## config.mk

```make
export PLATFORM = sky130hd
export DESIGN_NAME = spy_capture_ctrl_flat
export DESIGN_NICKNAME = d
export VERILOG_FILES = /design/src/rtl/spy_capture_pkg.sv /design/src/rtl/spy_capture_ctrl_if.sv /design/src/rtl/spy_capture_ctrl.sv /design/src/flat_wrapper.sv
export SDC_FILE = /design/constraint.sdc
export NUM_CORES = 1
export LEC_CHECK = 0
export ABC_AREA = 0
export CORE_MARGIN = 2
export CORE_UTILIZATION = 45
export DETAILED_ROUTE_END_ITERATION = 10
export HOLD_SLACK_MARGIN = 0.12
export MAX_ROUTING_LAYER = met4
export PLACE_DENSITY = 0.76
export SLEW_MARGIN = 5
export SYNTH_ARGS = -nofsm -noshare
export SYNTH_HDL_FRONTEND = slang
export SYNTH_SLANG_ARGS = --single-unit
```

## constraint.sdc

```tcl
create_clock -name clk -period 3.65 [get_ports clk]
set_clock_uncertainty 0.15 [all_clocks]
set_input_delay 0.73 -clock clk [delete_from_list [all_inputs] [get_ports clk]]
set_output_delay 0.73 -clock clk [all_outputs]
set_load 0.02 [all_outputs]
```

## src/rtl/spy_capture_pkg.sv

```systemverilog
// rtl/spy_capture_pkg.sv - shared state type and width helpers for the spy capture sequencer
package spy_capture_pkg;

    typedef enum logic [1:0] {
        IDLE    = 2'd0,
        ARMED   = 2'd1,
        POST    = 2'd2,
        READOUT = 2'd3
    } state_t;

    localparam int DATASIZE_DEF = 8;
    localparam int ADDRSIZE_DEF = 4;
    localparam int FILL_W       = ADDRSIZE_DEF + 1;

    function automatic int spy_depth(input int addrsize);
        return 1 << addrsize;
    endfunction

    // Fill counts up to DEPTH inclusive, so it needs one bit more than an address.
    function automatic int fill_width(input int addrsize);
        return addrsize + 1;
    endfunction

endpackage

```

## src/rtl/spy_capture_ctrl_if.sv

```systemverilog
// rtl/spy_capture_ctrl_if.sv - spy memory port and readout stream bundle
interface spy_capture_ctrl_if #(
    parameter int DATASIZE = 8,
    parameter int ADDRSIZE = 4
);
    logic [DATASIZE-1:0] mem_wdata;
    logic [ADDRSIZE-1:0] mem_waddr;
    logic                mem_wclken;
    logic                mem_wfull;
    logic [ADDRSIZE-1:0] mem_raddr;
    logic [DATASIZE-1:0] mem_rdata;

    logic [DATASIZE-1:0] out_data;
    logic                out_valid;
    logic                out_ready;
    logic                out_last;

    modport master (
        output mem_wdata, mem_waddr, mem_wclken, mem_wfull, mem_raddr,
        output out_data, out_valid, out_last,
        input  mem_rdata, out_ready
    );

    modport slave (
        input  mem_wdata, mem_waddr, mem_wclken, mem_wfull, mem_raddr,
        input  out_data, out_valid, out_last,
        output mem_rdata, out_ready
    );
endinterface

```

## src/rtl/spy_capture_ctrl.sv

```systemverilog
// rtl/spy_capture_ctrl.sv - circular spy-buffer capture, trigger freeze and oldest-first readout
module spy_capture_ctrl
    import spy_capture_pkg::*;
#(
    parameter int DATASIZE = DATASIZE_DEF,
    parameter int ADDRSIZE = ADDRSIZE_DEF
) (
    input  logic                clk,
    input  logic                rst_n,
    input  logic [DATASIZE-1:0] in_data,
    input  logic                in_valid,
    input  logic                arm,
    input  logic                trigger,
    input  logic                abort,
    input  logic [ADDRSIZE-1:0] post_count,
    output logic                frozen,
    output logic                done,
    spy_capture_ctrl_if.master  bus
);

    localparam int DEPTH = spy_depth(ADDRSIZE);
    localparam int FW    = fill_width(ADDRSIZE);
    localparam logic [FW-1:0]       FILL_FULL = FW'(DEPTH);
    localparam logic [FW-1:0]       FILL_ONE  = FW'(1);
    localparam logic [ADDRSIZE-1:0] PTR_ONE   = ADDRSIZE'(1);

    state_t              state, state_n;
    logic [ADDRSIZE-1:0] wptr, wptr_n;
    logic [ADDRSIZE-1:0] rptr, rptr_n;
    logic [ADDRSIZE-1:0] post_cnt, post_cnt_n;
    logic [FW-1:0]       fill, fill_n;
    logic [FW-1:0]       remaining, remaining_n;
    logic                done_q, done_n;
    logic                wr_en;
    logic                enter_readout;

    always_ff @(posedge clk or negedge rst_n) begin
        if (!rst_n) begin
            state     <= IDLE;
            wptr      <= '0;
            rptr      <= '0;
            post_cnt  <= '0;
            fill      <= '0;
            remaining <= '0;
            done_q    <= 1'b0;
        end else begin
            state     <= state_n;
            wptr      <= wptr_n;
            rptr      <= rptr_n;
            post_cnt  <= post_cnt_n;
            fill      <= fill_n;
            remaining <= remaining_n;
            done_q    <= done_n;
        end
    end

    always_comb begin
        state_n       = state;
        wptr_n        = wptr;
        rptr_n        = rptr;
        post_cnt_n    = post_cnt;
        fill_n        = fill;
        remaining_n   = remaining;
        done_n        = 1'b0;
        wr_en         = 1'b0;
        enter_readout = 1'b0;

        // Abort leaves fill untouched; the next arm clears it anyway.
        if (abort) begin
            state_n = IDLE;
        end else begin
            wr_en = in_valid && (state == ARMED || state == POST);
            if (wr_en) begin
                wptr_n = wptr + PTR_ONE;
                fill_n = (fill == FILL_FULL) ? fill : fill + FILL_ONE;
            end

            case (state)
                IDLE: begin
                    if (arm) begin
                        state_n = ARMED;
                        wptr_n  = '0;
                        fill_n  = '0;
                    end
                end
                ARMED: begin
                    if (trigger) begin
                        if (post_count == '0) begin
                            enter_readout = 1'b1;
                        end else begin
                            post_cnt_n = post_count;
                            state_n    = POST;
                        end
                    end
                end
                POST: begin
                    if (wr_en) begin
                        post_cnt_n = post_cnt - PTR_ONE;
                        if (post_cnt == PTR_ONE) begin
                            enter_readout = 1'b1;
                        end
                    end
                end
                READOUT: begin
                    if (bus.out_ready) begin
                        rptr_n      = rptr + PTR_ONE;
                        remaining_n = remaining - FILL_ONE;
                        if (remaining == FILL_ONE) begin
                            state_n = IDLE;
                            done_n  = 1'b1;
                        end
                    end
                end
                default: state_n = IDLE;
            endcase

            // Once the buffer has wrapped, the oldest word sits where the next write would go.
            if (enter_readout) begin
                if (fill_n == '0) begin
                    state_n = IDLE;
                    done_n  = 1'b1;
                end else begin
                    state_n     = READOUT;
                    rptr_n      = (fill_n == FILL_FULL) ? wptr_n : '0;
                    remaining_n = fill_n;
                end
            end
        end
    end

    assign bus.mem_wdata  = in_data;
    assign bus.mem_waddr  = wptr;
    assign bus.mem_wclken = wr_en;
    assign bus.mem_wfull  = 1'b0;
    assign bus.mem_raddr  = rptr;

    assign bus.out_valid  = (state == READOUT);
    assign bus.out_data   = (state == READOUT) ? bus.mem_rdata : '0;
    assign bus.out_last   = (state == READOUT) && (remaining == FILL_ONE);

    assign frozen = (state == READOUT);
    assign done   = done_q;

endmodule

```

## src/flat_wrapper.sv

```systemverilog
// flat-port wrapper written by rule: the top's interface ports become plain ports
module spy_capture_ctrl_flat import spy_capture_pkg::*;
#(
    parameter int DATASIZE = DATASIZE_DEF,
    parameter int ADDRSIZE = ADDRSIZE_DEF
)
  (clk, rst_n, in_data, in_valid, arm, trigger, abort, post_count, frozen, done, bus_mem_wdata, bus_mem_waddr, bus_mem_wclken, bus_mem_wfull, bus_mem_raddr, bus_out_data, bus_out_valid, bus_out_last, bus_mem_rdata, bus_out_ready);
  spy_capture_ctrl_if #(.DATASIZE(DATASIZE), .ADDRSIZE(ADDRSIZE)) bus_i ();
  input  logic clk;
  input  logic rst_n;
  input  logic [DATASIZE-1:0] in_data;
  input  logic in_valid;
  input  logic arm;
  input  logic trigger;
  input  logic abort;
  input  logic [ADDRSIZE-1:0] post_count;
  output logic frozen;
  output logic done;
  output wire logic [$bits(bus_i.mem_wdata)-1:0] bus_mem_wdata;
  output wire logic [$bits(bus_i.mem_waddr)-1:0] bus_mem_waddr;
  output wire logic [$bits(bus_i.mem_wclken)-1:0] bus_mem_wclken;
  output wire logic [$bits(bus_i.mem_wfull)-1:0] bus_mem_wfull;
  output wire logic [$bits(bus_i.mem_raddr)-1:0] bus_mem_raddr;
  output wire logic [$bits(bus_i.out_data)-1:0] bus_out_data;
  output wire logic [$bits(bus_i.out_valid)-1:0] bus_out_valid;
  output wire logic [$bits(bus_i.out_last)-1:0] bus_out_last;
  input wire logic [$bits(bus_i.mem_rdata)-1:0] bus_mem_rdata;
  input wire logic [$bits(bus_i.out_ready)-1:0] bus_out_ready;
  assign bus_mem_wdata = bus_i.mem_wdata;
  assign bus_mem_waddr = bus_i.mem_waddr;
  assign bus_mem_wclken = bus_i.mem_wclken;
  assign bus_mem_wfull = bus_i.mem_wfull;
  assign bus_mem_raddr = bus_i.mem_raddr;
  assign bus_out_data = bus_i.out_data;
  assign bus_out_valid = bus_i.out_valid;
  assign bus_out_last = bus_i.out_last;
  assign bus_i.mem_rdata = bus_mem_rdata;
  assign bus_i.out_ready = bus_out_ready;
  spy_capture_ctrl #(.DATASIZE(DATASIZE), .ADDRSIZE(ADDRSIZE)) u_core (.clk(clk), .rst_n(rst_n), .in_data(in_data), .in_valid(in_valid), .arm(arm), .trigger(trigger), .abort(abort), .post_count(post_count), .frozen(frozen), .done(done), .bus(bus_i));
endmodule
```

==> impl_metrics.env <==
export IMPL_min_path_type="reg -> reg"
export IMPL_numCtsBuffers=3
export IMPL_ant_nets=0
export IMPL_synth_edff_count=0
export IMPL_route_final_wire_length_mm=4.79
export IMPL_grt_usage_pct=20.0
export IMPL_p_seq_share_pct=34.6
export IMPL_routed_via_density=5.72
export IMPL_yosys_warnings=0
export IMPL_power_w=0.00122
export IMPL_postCtsHoldBufs=0
export IMPL_die_y_um=71.5
export IMPL_powerDensity_mw_per_mm2=502
export IMPL_cts_tree="built"
export IMPL_timing_fmax_mhz=316
export IMPL_overflow=0
export IMPL_row_count=24
export IMPL_maxSlewHeadroom_pct=66.0
export IMPL_drt_iter0_drc=152
export IMPL_post_dp_hpwl_mm=3.58
export IMPL_antenna_found_initial=0
export IMPL_ys_flop_type="dfrtp_1"
export IMPL_finalCritPeriodShare_pct=86.7
export IMPL_h_tree_depth=1
export IMPL_cts_setup_buffers=0
export IMPL_ys_types=59
export IMPL_start_kind="register"
export IMPL_cts_resized_gates=0
export IMPL_first_global_vias=1728
export IMPL_synth_fp_nets=281
export IMPL_cts_sinks=25
export IMPL_cp_end_kind="output pin"
export IMPL_tightest_slew_ns=0.510
export IMPL_routedWlPerCell_um=15.2
export IMPL_drive_above_1_share_pct=7.95
export IMPL_diodes=0
export IMPL_dr_pass1_iters=5
export IMPL_avgSynthCellArea_um2=8.58
export IMPL_die_w_um=71.5
export IMPL_status="complete, no violations"
export IMPL_grt_start_max_net_pins=35
export IMPL_clkPwrFrac_pct=13.7
export IMPL_timing_final_crit_period_ns=3.17
export IMPL_synthCells=239
export IMPL_grt_pass1_wl_mm=8.00
export IMPL_portBuffers=39
export IMPL_fin_nets=307
export IMPL_clk_pin_slew_ns=0.09
export IMPL_power_leakage_nw=1.02
export IMPL_rsz0062_at_grt="no"
export IMPL_crit_path_max_fanout=8
export IMPL_fp_dieArea_mm2=0.00511
export IMPL_worst_ep_arrival_time_ns=2.29
export IMPL_p_int_w=0.000692
export IMPL_start_util_pct=46.8
export IMPL_ys_async_sr_fraction_pct=100
export IMPL_core_area_mm2=0.00438
export IMPL_synth_seq_area_share_pct=30.5
export IMPL_drcViolationCount=0
export IMPL_area_delta_synth_final_pct=18.5
export IMPL_switchingPower_w=0.000529
export IMPL_final_hold_viol_count=0
export IMPL_cts_root_buf="clkbuf_8"
export IMPL_synth_seq_cells=25
export IMPL_pin_count=57
export IMPL_drv_slew=0
export IMPL_worstSetupPathType="reg -> out"
export IMPL_vdd_ir_drop_max_uv=266
export IMPL_required_ns=2.77
export IMPL_place_gp_congestion=0.880
export IMPL_clkLatencyLatePin_ns=0.27
export IMPL_pwr_share_comb_pct=51.7
export IMPL_switching_share_pct=43.3
export IMPL_cts_buffer_depth=2
export IMPL_route_vias_total=1807
export IMPL_setup_tns_ns=0
export IMPL_cap_violations=0
export IMPL_setup_violations=0
export IMPL_netlist_area_mm2=0.00205
layout by cell type (no fill, tap or decap), types with 4 or more instances in the layout:
| cell type | netlist | routed |
|---|---|---|
| clkdlybuf4s50_1 | 0 | 39 |
| nand2_1 | 30 | 30 |
| dfrtp_1 | 25 | 25 |
| nor2_1 | 19 | 19 |
| ha_1 | 15 | 15 |
| inv_1 | 14 | 14 |
| o21ai_0 | 13 | 13 |
| a21oi_1 | 12 | 12 |
| and2_1 | 9 | 9 |
| nor3_1 | 6 | 6 |
| nand3_1 | 5 | 5 |
| o211ai_1 | 4 | 4 |
| xnor2_1 | 4 | 4 |
| mux2i_1 | 4 | 4 |
| o31ai_1 | 4 | 4 |
power by group through the flow:
stage / Sequential, W / Combinational (W) / Clock (W)
2_1_floorplan: 0.000430 / 0.000445 / 0
3_3_place_gp: 0.000423 / 0.000614 / 0
3_5_place_dp: 0.000427 / 0.000627 / 0
4_1_cts: 0.000422 / 0.000632 / 0.000173
5_1_grt: 0.000434 / 0.000698 / 0.000186
6_report: 0.000422 / 0.000631 / 0.000168
worst max-delay path, stage by stage (launching register included):
cell and delay [ns]:
dfrtp_1 0.46, inv_1 0.12, ha_1 0.47, nand2_1 0.22
nor2_1 0.14, clkdlybuf4s50_1 0.61
worst paths after layout:
path                       slack (ns)  cells after the start                            start                             endpoint
max                              0.48                      5      u_core.state[0]$_DFFE_PN0P_                       bus_mem_wclken
max reg2reg                      0.96                      8      u_core.state[0]$_DFFE_PN0P_          u_core.state[1]$_DFFE_PN0P_
min in group asynchronous        0.68                      2                            rst_n  u_core.bus.mem_waddr[0]$_DFFE_PN0N_
min reg2reg                      0.36                      2  u_core.remaining[1]$_DFFE_PN0N_      u_core.remaining[1]$_DFFE_PN0N_
max in group asynchronous        2.42                      2                            rst_n      u_core.remaining[2]$_DFFE_PN0N_
min                              0.36                      2  u_core.remaining[1]$_DFFE_PN0N_      u_core.remaining[1]$_DFFE_PN0N_
registers in the layout, indices dropped and copies added (netlist names):
register,count
u_core.remaining,5
u_core.fill,5
u_core.bus.mem_waddr,4
u_core.state,2
u_core.bus.mem_raddr,4
u_core.post_cnt,4
u_core.done,1
kinds of logic (layout without fill, tap and decap cells):
| kind of cell | after synthesis | count (layout) | share of synthesized area (%) |
|---|---|---|---|
| AOI/OAI and AO/OA | 59 | 59 | 21.0 |
| DFF | 25 | 25 | 30.5 |
| muxes | 4 | 4 | 1.95 |
| other | 1 | 1 | 0.183 |
| xor gates and xnor gates | 7 | 7 | 2.99 |
| adders and majority gates | 15 | 15 | 9.15 |
| buffers and inverters | 34 | 59 | 9.15 |
| and+or+nand+nor | 94 | 94 | 25.0 |
final cells by class:
type / count / area, um^2
fill: 442 / 1950
timing repair buffer: 41 / 405
sequential: 25 / 626
clock buffer: 4 / 45.0
tap: 52 / 65.1
inverter: 14 / 52.6
multi-input combinational: 180 / 1240
cells in the mapped netlist, drive strengths merged, types with 2 or more instances:
cell / n / area [um^2]
nand4: 3 / 18.8
o21ai: 15 / 78.8
nor2: 20 / 77.6
xnor2: 4 / 35.0
o211ai: 4 / 30.0
a2bb2oi: 2 / 17.5
xor2: 3 / 26.3
a21o: 2 / 15.0
clkbuf: 7 / 36.3
nand2b: 3 / 18.8
o221ai: 3 / 26.3
and2: 11 / 73.8
nor4: 2 / 27.5
buf: 13 / 98.8
inv: 14 / 52.6
nand3: 6 / 35.0
nor3: 6 / 30.0
o31ai: 4 / 30.0
nand3b: 2 / 15.0
a21oi: 12 / 60.1
a32o: 2 / 20.0
dfrtp: 25 / 626
ha: 15 / 188
o22ai: 2 / 12.5
a32oi: 2 / 17.5
and4b: 2 / 21.3
nand2: 32 / 130
mux2i: 4 / 40.0
through the flow:
step	hold slack (ns)	std cells	util [%]	area, um^2	worst slack, ns
after CTS	0.354	316	55.5	2430	0.469
after detailed placement	0.333	312	54.4	2390	0.510
final	0.357	316	55.5	2430	0.485
after global placement	0.326	312	54.4	2390	0.554
after floorplan	0.284	239	-	2050	1.20
after global routing	0.413	316	55.5	2430	0.404
per-layer routing:
| layer | vias up | part of all wire (%) | track usage [%] | routed length [um] |
|---|---|---|---|---|
| met5 | - | 0 | - | 0 |
| met4 | 0 | 0.88 | 5.03 | 42 |
| met3 | 4 | 6.8 | 2.67 | 325 |
| met2 | 63 | 48 | 34.0 | 2300 |
| met1 | 849 | 44 | 25.2 | 2120 |
| li1 | 891 | - | - | - |
No activity file was read; power rests on OpenSTA's default activity.
